## src/rtl/board_io_ctrl.sv

```systemverilog
// Board-side I/O front end: button synchroniser/debouncer, press-to-FIFO writer
// with a first-word-fall-through valid/ready output, and a scanned hex display.
module board_io_ctrl #(
  parameter int unsigned DATA_W    = 5,
  parameter int unsigned DEPTH     = 4,
  parameter int unsigned DIGITS    = 8,
  parameter int unsigned DB_CYCLES = 4,
  parameter int unsigned SCAN_DIV  = 16
) (
  input  logic                      clk,
  input  logic                      rstn,
  input  logic                      button,
  input  logic                      sw_valid,
  input  logic [DATA_W-1:0]         sw_data,
  output logic [DATA_W-1:0]         in_data,
  output logic                      in_vld,
  input  logic                      in_rdy,
  output logic [$clog2(DEPTH):0]    cnt,
  output logic                      full,
  output logic                      overflow,
  input  logic [4*DIGITS-1:0]       disp_val,
  output logic [$clog2(DIGITS)-1:0] an,
  output logic [3:0]                seg
);

  localparam int unsigned AW    = $clog2(DEPTH);
  localparam int unsigned CNT_W = AW + 1;
  localparam int unsigned AN_W  = $clog2(DIGITS);
  localparam int unsigned DBC_W = $clog2(DB_CYCLES + 1);
  localparam int unsigned DIV_W = (SCAN_DIV > 1) ? $clog2(SCAN_DIV) : 1;

  // ---------------------------------------------------------------------------
  // Button path state
  // ---------------------------------------------------------------------------
  logic             sync1_q, sync2_q;
  logic             db_q, db_d;
  logic             db_dly_q;
  logic [DBC_W-1:0] db_cnt_q, db_cnt_d;
  logic             press_q, press_d;

  // Two-flop synchroniser for the asynchronous button
  always_ff @(posedge clk or negedge rstn) begin
    if (!rstn) begin
      sync1_q <= 1'b0;
      sync2_q <= 1'b0;
    end else begin
      sync1_q <= button;
      sync2_q <= sync1_q;
    end
  end

  // Debounce: level flips after DB_CYCLES consecutive disagreeing samples
  always_comb begin
    db_d     = db_q;
    db_cnt_d = '0;
    if (sync2_q != db_q) begin
      if (db_cnt_q == DBC_W'(DB_CYCLES - 1)) begin
        db_d     = ~db_q;
        db_cnt_d = '0;
      end else begin
        db_cnt_d = db_cnt_q + DBC_W'(1);
      end
    end
  end

  // Press pulse on the debounced rising edge only
  always_comb begin
    press_d = db_q & ~db_dly_q;
  end

  // Debouncer and press-pulse registers
  always_ff @(posedge clk or negedge rstn) begin
    if (!rstn) begin
      db_q     <= 1'b0;
      db_dly_q <= 1'b0;
      db_cnt_q <= '0;
      press_q  <= 1'b0;
    end else begin
      db_q     <= db_d;
      db_dly_q <= db_q;
      db_cnt_q <= db_cnt_d;
      press_q  <= press_d;
    end
  end

  // ---------------------------------------------------------------------------
  // FIFO
  // ---------------------------------------------------------------------------
  logic [DATA_W-1:0] mem_q [DEPTH];
  logic [AW-1:0]     wptr_q, wptr_d;
  logic [AW-1:0]     rptr_q, rptr_d;
  logic [CNT_W-1:0]  cnt_q, cnt_d;
  logic              vld_q, vld_d;
  logic              full_q, full_d;
  logic              ovf_q, ovf_d;
  logic              push, pop, push_ok;

  // Pointer, occupancy and sticky overflow next-state
  always_comb begin
    push    = press_q & sw_valid;
    pop     = vld_q & in_rdy;
    // A pop in the same cycle frees the slot, so a full FIFO still accepts
    push_ok = push & (~full_q | pop);
    wptr_d  = wptr_q;
    rptr_d  = rptr_q;
    cnt_d   = cnt_q;
    ovf_d   = ovf_q | (push & ~push_ok);
    if (push_ok) begin
      wptr_d = wptr_q + AW'(1);
    end
    if (pop) begin
      rptr_d = rptr_q + AW'(1);
    end
    unique case ({push_ok, pop})
      2'b10:   cnt_d = cnt_q + CNT_W'(1);
      2'b01:   cnt_d = cnt_q - CNT_W'(1);
      default: cnt_d = cnt_q;
    endcase
    vld_d  = (cnt_d != '0);
    full_d = (cnt_d == CNT_W'(DEPTH));
  end

  // FIFO control registers
  always_ff @(posedge clk or negedge rstn) begin
    if (!rstn) begin
      wptr_q <= '0;
      rptr_q <= '0;
      cnt_q  <= '0;
      vld_q  <= 1'b0;
      full_q <= 1'b0;
      ovf_q  <= 1'b0;
    end else begin
      wptr_q <= wptr_d;
      rptr_q <= rptr_d;
      cnt_q  <= cnt_d;
      vld_q  <= vld_d;
      full_q <= full_d;
      ovf_q  <= ovf_d;
    end
  end

  // Storage array; contents are don't-care until written
  always_ff @(posedge clk) begin
    if (push_ok) begin
      mem_q[wptr_q] <= sw_data;
    end
  end

  assign in_data  = mem_q[rptr_q];
  assign in_vld   = vld_q;
  assign cnt      = cnt_q;
  assign full     = full_q;
  assign overflow = ovf_q;

  // ---------------------------------------------------------------------------
  // Display scan
  // ---------------------------------------------------------------------------
  logic [DIV_W-1:0] div_q, div_d;
  logic [AN_W-1:0]  an_q, an_d;

  // Scan divider; digit index advances and wraps at terminal count
  always_comb begin
    div_d = div_q + DIV_W'(1);
    an_d  = an_q;
    if (div_q == DIV_W'(SCAN_DIV - 1)) begin
      div_d = '0;
      an_d  = an_q + AN_W'(1);
    end
  end

  // Display scan registers
  always_ff @(posedge clk or negedge rstn) begin
    if (!rstn) begin
      div_q <= '0;
      an_q  <= '0;
    end else begin
      div_q <= div_d;
      an_q  <= an_d;
    end
  end

  assign an  = an_q;
  assign seg = disp_val[{an_q, 2'b00} +: 4];

endmodule

```

## config.mk

```make
export PLATFORM = sky130hd
export DESIGN_NAME = board_io_ctrl
export DESIGN_NICKNAME = d
export VERILOG_FILES = /design/src/rtl/board_io_ctrl.sv
export SDC_FILE = /design/constraint.sdc
export NUM_CORES = 1
export LEC_CHECK = 0
export ABC_AREA = 1
export CAP_MARGIN = 20
export CORE_MARGIN = 8
export CORE_UTILIZATION = 40
export CTS_BUF_LIST = sky130_fd_sc_hd__clkbuf_2 sky130_fd_sc_hd__clkbuf_4 sky130_fd_sc_hd__clkbuf_8
export DETAILED_ROUTE_END_ITERATION = 16
export GPL_TIMING_DRIVEN = 0
export HOLD_SLACK_MARGIN = 0.05
export PLACE_DENSITY = 0.75
export REMOVE_ABC_BUFFERS = 1
export SLEW_MARGIN = 20
export SYNTH_ARGS = -nofsm -noshare
export SYNTH_HDL_FRONTEND = slang
export SYNTH_SLANG_ARGS = --single-unit
```

## constraint.sdc

```tcl
create_clock -name clk -period 3.4 [get_ports clk]
set_input_delay 0.85 -clock clk [delete_from_list [all_inputs] [get_ports clk]]
set_output_delay 0.85 -clock clk [all_outputs]
set_load 0.02 [all_outputs]
```

After elaboration in Yosys (flattened, before gate mapping) --
Memories as Yosys holds them, arrays and structs flattened. Index checks and enable logic that the tools add are counted. Widths: inputs -> output; s select.
Operators by class: bitwise gates (word level) 11, equal/unequal tests 6, add/subtract/negate cells 7, reductions and logical operators 2, multiplexer cells 6, shifts and indexed selects 1
Operators with widths (number):
- $shiftx 32x6->4 | 1
- $add 3x1->3 const B | 3
- $mux 3 | 2
- $pmux 3 s2 | 1
- $and 1x1->1 | 5
- $add 2x1->2 const B | 2
- $add 4x1->4 const B | 1
- $eq 4x4->1 const B | 1
- $mux 4 | 1
- $not 1->1 | 4
- $eq 3x2->1 const B | 1
- $eq 3x3->1 const B | 1
- $reduce_bool 3->1 | 1
- $sub 3x1->3 const B | 1
- $eq 2x1->1 const B | 1
- $eq 2x2->1 const B | 1
- $mux 1 | 2
- $or 1x1->1 | 2
- $reduce_and 2->1 | 1
- $ne 1x1->1 | 1
Word-level totals: input port bits 42, bits in registers 25, memory bits (writable) 20, memories 1, output and inout bits 18, word-level logic and storage cells 48
Memory list:
- mem_q | depth 4, width 5, rd ports 1, clocked after memory_dff 0, write ports 1, RTL line 89 | logic [DATA_W-1:0] mem_q [DEPTH];

Depth between registers and ports, before layout --
depth in word-level cells 6, mapped depth 10, gate-level depth less buffers 10

Worst setup path after synthesis --
OpenSTA, ideal clock, no wires.
path kind input-to-reg, start input port in_rdy, end register vld_q, in the netlist in_vld, setup slack 1.190 ns, stages 9, arrival 2.084 ns, required time 3.274 ns, setup time 0.126 ns, path buffers 0, cells stage by stage nand2_1 nand2_1 nand3_2 ha_1 fa_1 nand2_1 nand2_1 nor2_1 nand3_1
On the way: longest elaborated chain between the ends 6, elaborated cells on any way between the ends 7, those cells by class eq/ne (2); mux (1); bitwise (3); reduce/logical (1)
Ends and longest elaborated chain:
- from (decl) | RTL line 17 | input logic in_rdy,
- $and 1x1->1 * | RTL line 101 | pop = vld_q & in_rdy;
- $or 1x1->1 | RTL line 103 | push_ok = push & (~full_q | pop);
- $and 1x1->1 | RTL line 103
- $eq 2x1->1 / $eq 2x2->1 (equally long branches) | RTL line 114 | unique case ({push_ok, pop})
- $pmux 3 s2 * | RTL line 114
- named net cnt_d[1] | RTL line 92 | logic [CNT_W-1:0] cnt_q, cnt_d;
- $reduce_bool 3->1 * | RTL line 119 | vld_d = (cnt_d != '0);
- named net vld_d | RTL line 93 | logic vld_q, vld_d;
- to (signal assigned) | RTL line 136 | vld_q <= vld_d;
- to (decl) | RTL line 93
The timed path passes the listed nets; every way through them passes the cells marked *. A chain may end at the register's enable or synchronous reset.

Final worst setup path --
start input port disp_val[28], end output port seg[0]
On the way: longest elaborated chain between the ends 1
Ends and longest elaborated chain:
- from (decl) | RTL line 21 | input logic [4*DIGITS-1:0] disp_val,
- $shiftx 32x6->4 | RTL line 183 | assign seg = disp_val[{an_q, 2'b00} +: 4];
- to (decl) | RTL line 23 | output logic [3:0] seg
Every way passes these cells.

==> results.toml <==
[worst_hold_path]
worstHoldStart = "sync1_q"
hold_path.class = "flip-flop to flip-flop"
hold_path_depth = 0

[synthesis]
synth.area.mux_share_pct = 0
yosys_warnings = 0
synth_top_family_by_area = "simple AND/OR/NAND/NOR gates"
synth_area_sq_um = 2270
yosys_register_bits = 45
ys_async_sr_fraction_pct = 55.6
synth.distinct_cells = 25
yosysTopAreaCell = "dfrtp_1"
synth_most_common_cell = "nand2_1"
synthSimpleGateAreaFrac_pct = 22.4
yosys.area_share.adder_pct = 5.28
synth_area_per_cell_sq_um = 8.71
synth_area_leaders = "dfrtp_1, edfxtp_1, nand2_1"
synthXorXnorAreaFrac_pct = 1.93
synth_edf_count = 20
postSynthCellCount = 261
synthFlopType = "dfrtp_1"
synth-compound-area-share_pct = 5.01
synth_common_cells = "nand2_1, inv_1, dfrtp_1"
yosysTopAreaCellShare_pct = 27.5
ys_seq_area_share_pct = 53.9

[finish]
nFillCells = 489
final_cell_area_sq_um = 2990
nets = 372
diodes = 0
synthToLayoutAreaGrowth_pct = 31.4
drive_above_1_share_pct = 5.28

[setup_path]
cp-end-kind = "output pin"
worst_r2r_path_depth = 9
worst_setup_path_start_kind = "input port"
endpoint = "seg[0]"
cp.arrival_ps = 2280
path_max_fanout = 1
crit_start = "disp_val[28]"
regToRegSetupSlack_ps = 1500
rr_startpoint = "in_vld"
crit_type = "input port to output pin"
critPathRequiredTime_ps = 2550
r2r_end = "in_vld"

[drt]
ant_nets = 0
route.detailed.drc = 0
wl_met3_um = 257
wl_met2_um = 2470
wl_per_cell_um = 12.1
vias = 1775
drt-pass1-iter-count = 4
dr.max_layer_used = "met4"
initialDrtViolationCount = 112
drt-total-wl_um = 4780
wl_met1_um = 2000
via_per_inst = 4.51

[power]
swShare_pct = 36.1
p_clk_share_pct = 17.8
seqPwrFrac_pct = 42.9
p_comb_share_pct = 39.4
p_sw_mw = 0.643
leakage_nw = 1.42
ir_drop_uv = 534
internal-power_mw = 1.14
power.density_nw_per_um2 = 596

[clock_network]
cts_tree = "yes"
cts-buffers-inserted = 5
clockBufferDepth = 2
cts_resized = 0
insertion_delay_ps = 290
ctsHoldBuffers = 0
postCtsSetupRepairBufs = 0
root_buffer = "clkbuf_8"
path_clk_slew_ps = 80
cts.sinks = 45
cts_max_level = 2

[global_route]
overflow = 0
grt_max_degree = 26
grt_pass1_vias = 1731
antenna_found_initial = 0
grt.total_usage_pct = 11.5
grt_pass1_wl_um = 7940

[timing]
tns_ps = 0
finalHoldViolations = 0
slew_headroom_pct = 54.9
worst_pin_slew_ps = 676
fin_crit_ps = 3130
report.final.slew_viol_count = 0
fmax_mhz = 320
fin_crit_sh_pct = 91.9
rsz0062_at_grt = "false"
setup_viol = 0
clock_skew_ps = 6.42

[floorplanning]
start_util_pct = 41.3
ios = 60
die_h_um = 91.4
core-area_sq_um = 5510
num_rows = 27
dieWidth_um = 91.4
dieArea_sq_um = 8350

[placement]
portBuffers = 59
place_congestion = 0.752
hpwl_um = 3650
placed_area_sq_um = 2900

[outcome]
status = "finished clean"

[flow_run]
drv_cap = 0
-- per-layer routing --
layer | up-vias | track usage [%]
met5 | - | 0
met4 | 0 | 4.37
met3 | 4 | 3.46
met2 | 37 | 20.2
met1 | 803 | 12.8
li1 | 931 | -
-- worst min path at each step --
| stage | to |
|---|---|
| global placement | sync2_q |
| finish | sync2_q |
| CTS | sync2_q |
| floorplan | sync2_q |
| detailed placement | sync2_q |
| global route | sync2_q |
-- final cells by class --
type | instances | area [sq um] | share of cell area [%]
clock buffers | 5 | 68.8 | 2.30
repair buffers | 59 | 586 | 19.6
flip-flops and latches | 45 | 1230 | 41.1
well taps | 72 | 90.1 | 3.02
inverters | 54 | 208 | 6.95
multi-input cells | 156 | 787 | 26.4
clock inverters | 3 | 21.3 | 0.712
-- registers in the layout, indices dropped and copies added, names as in the netlist --
register	count
sync2_q	1
db_q	1
overflow	1
an	3
press_q	1
db_cnt_q	3
sync1_q	1
wptr_q	2
in_vld	1
mem_q	20
rptr_q	2
db_dly_q	1
full	1
div_q	4
cnt	3
-- power groups by stage --
stage / combinational [mW] / clock, mW / sequential [mW]
3_5_place_dp: 0.707 / 0 / 0.775
2_1_floorplan: 0.378 / 0 / 0.791
6_report: 0.701 / 0.317 / 0.763
5_1_grt: 0.792 / 0.344 / 0.777
4_1_cts: 0.716 / 0.326 / 0.765
3_3_place_gp: 0.686 / 0 / 0.769
-- cell usage in the layout (no fill, tap or decap) --
cell / n
nand2_1: 66
clkdlybuf4s50_1: 58
inv_1: 52
dfrtp_1: 25
nor2_1: 24
nand3_1: 21
edfxtp_1: 20
o21ai_0: 12
ha_1: 8
o22ai_1: 5
clkbuf_8: 5
nand2_2: 4
xor2_1: 4
a21oi_1: 3
inv_6: 2
nand4_1: 2
or2_2: 1
inv_2: 1
xnor2_1: 1
nor3b_1: 1
nand3_2: 1
o21bai_1: 1
nor3_1: 1
fa_1: 1
clkinvlp_4: 1
clkinv_2: 1
buf_2: 1
-- stage by stage --
stage                     util (%)  setup WS, ps  cells  power [mW]  hold WS [ps]
final                         54.2           274    394        1.78           356
after global routing          54.2           135    394        1.91           359
after CTS                     54.3           249    394        1.81           357
after detailed placement      52.7           258    386        1.48           338
after global placement        52.7           274    386        1.45           335
after floorplan                  -          1190    255        1.17           331
-- worst max-delay path, stage by stage --
cell,delay (ps)
clkdlybuf4s50_1,450
inv_1,40
nand2_1,40
nand3_1,80
nand2_1,90
nand2_1,50
nand2_1,60
clkdlybuf4s50_1,610
-- logic make-up after synthesis --
logic type / after synthesis
buffers and inverters: 60
XOR/XNOR: 5
AO/OA/AOI/OAI: 21
AND/OR/NAND/NOR: 121
adder cells (fa/ha/maj): 9
flip-flops: 45
Power figures use the tool's default switching activity.
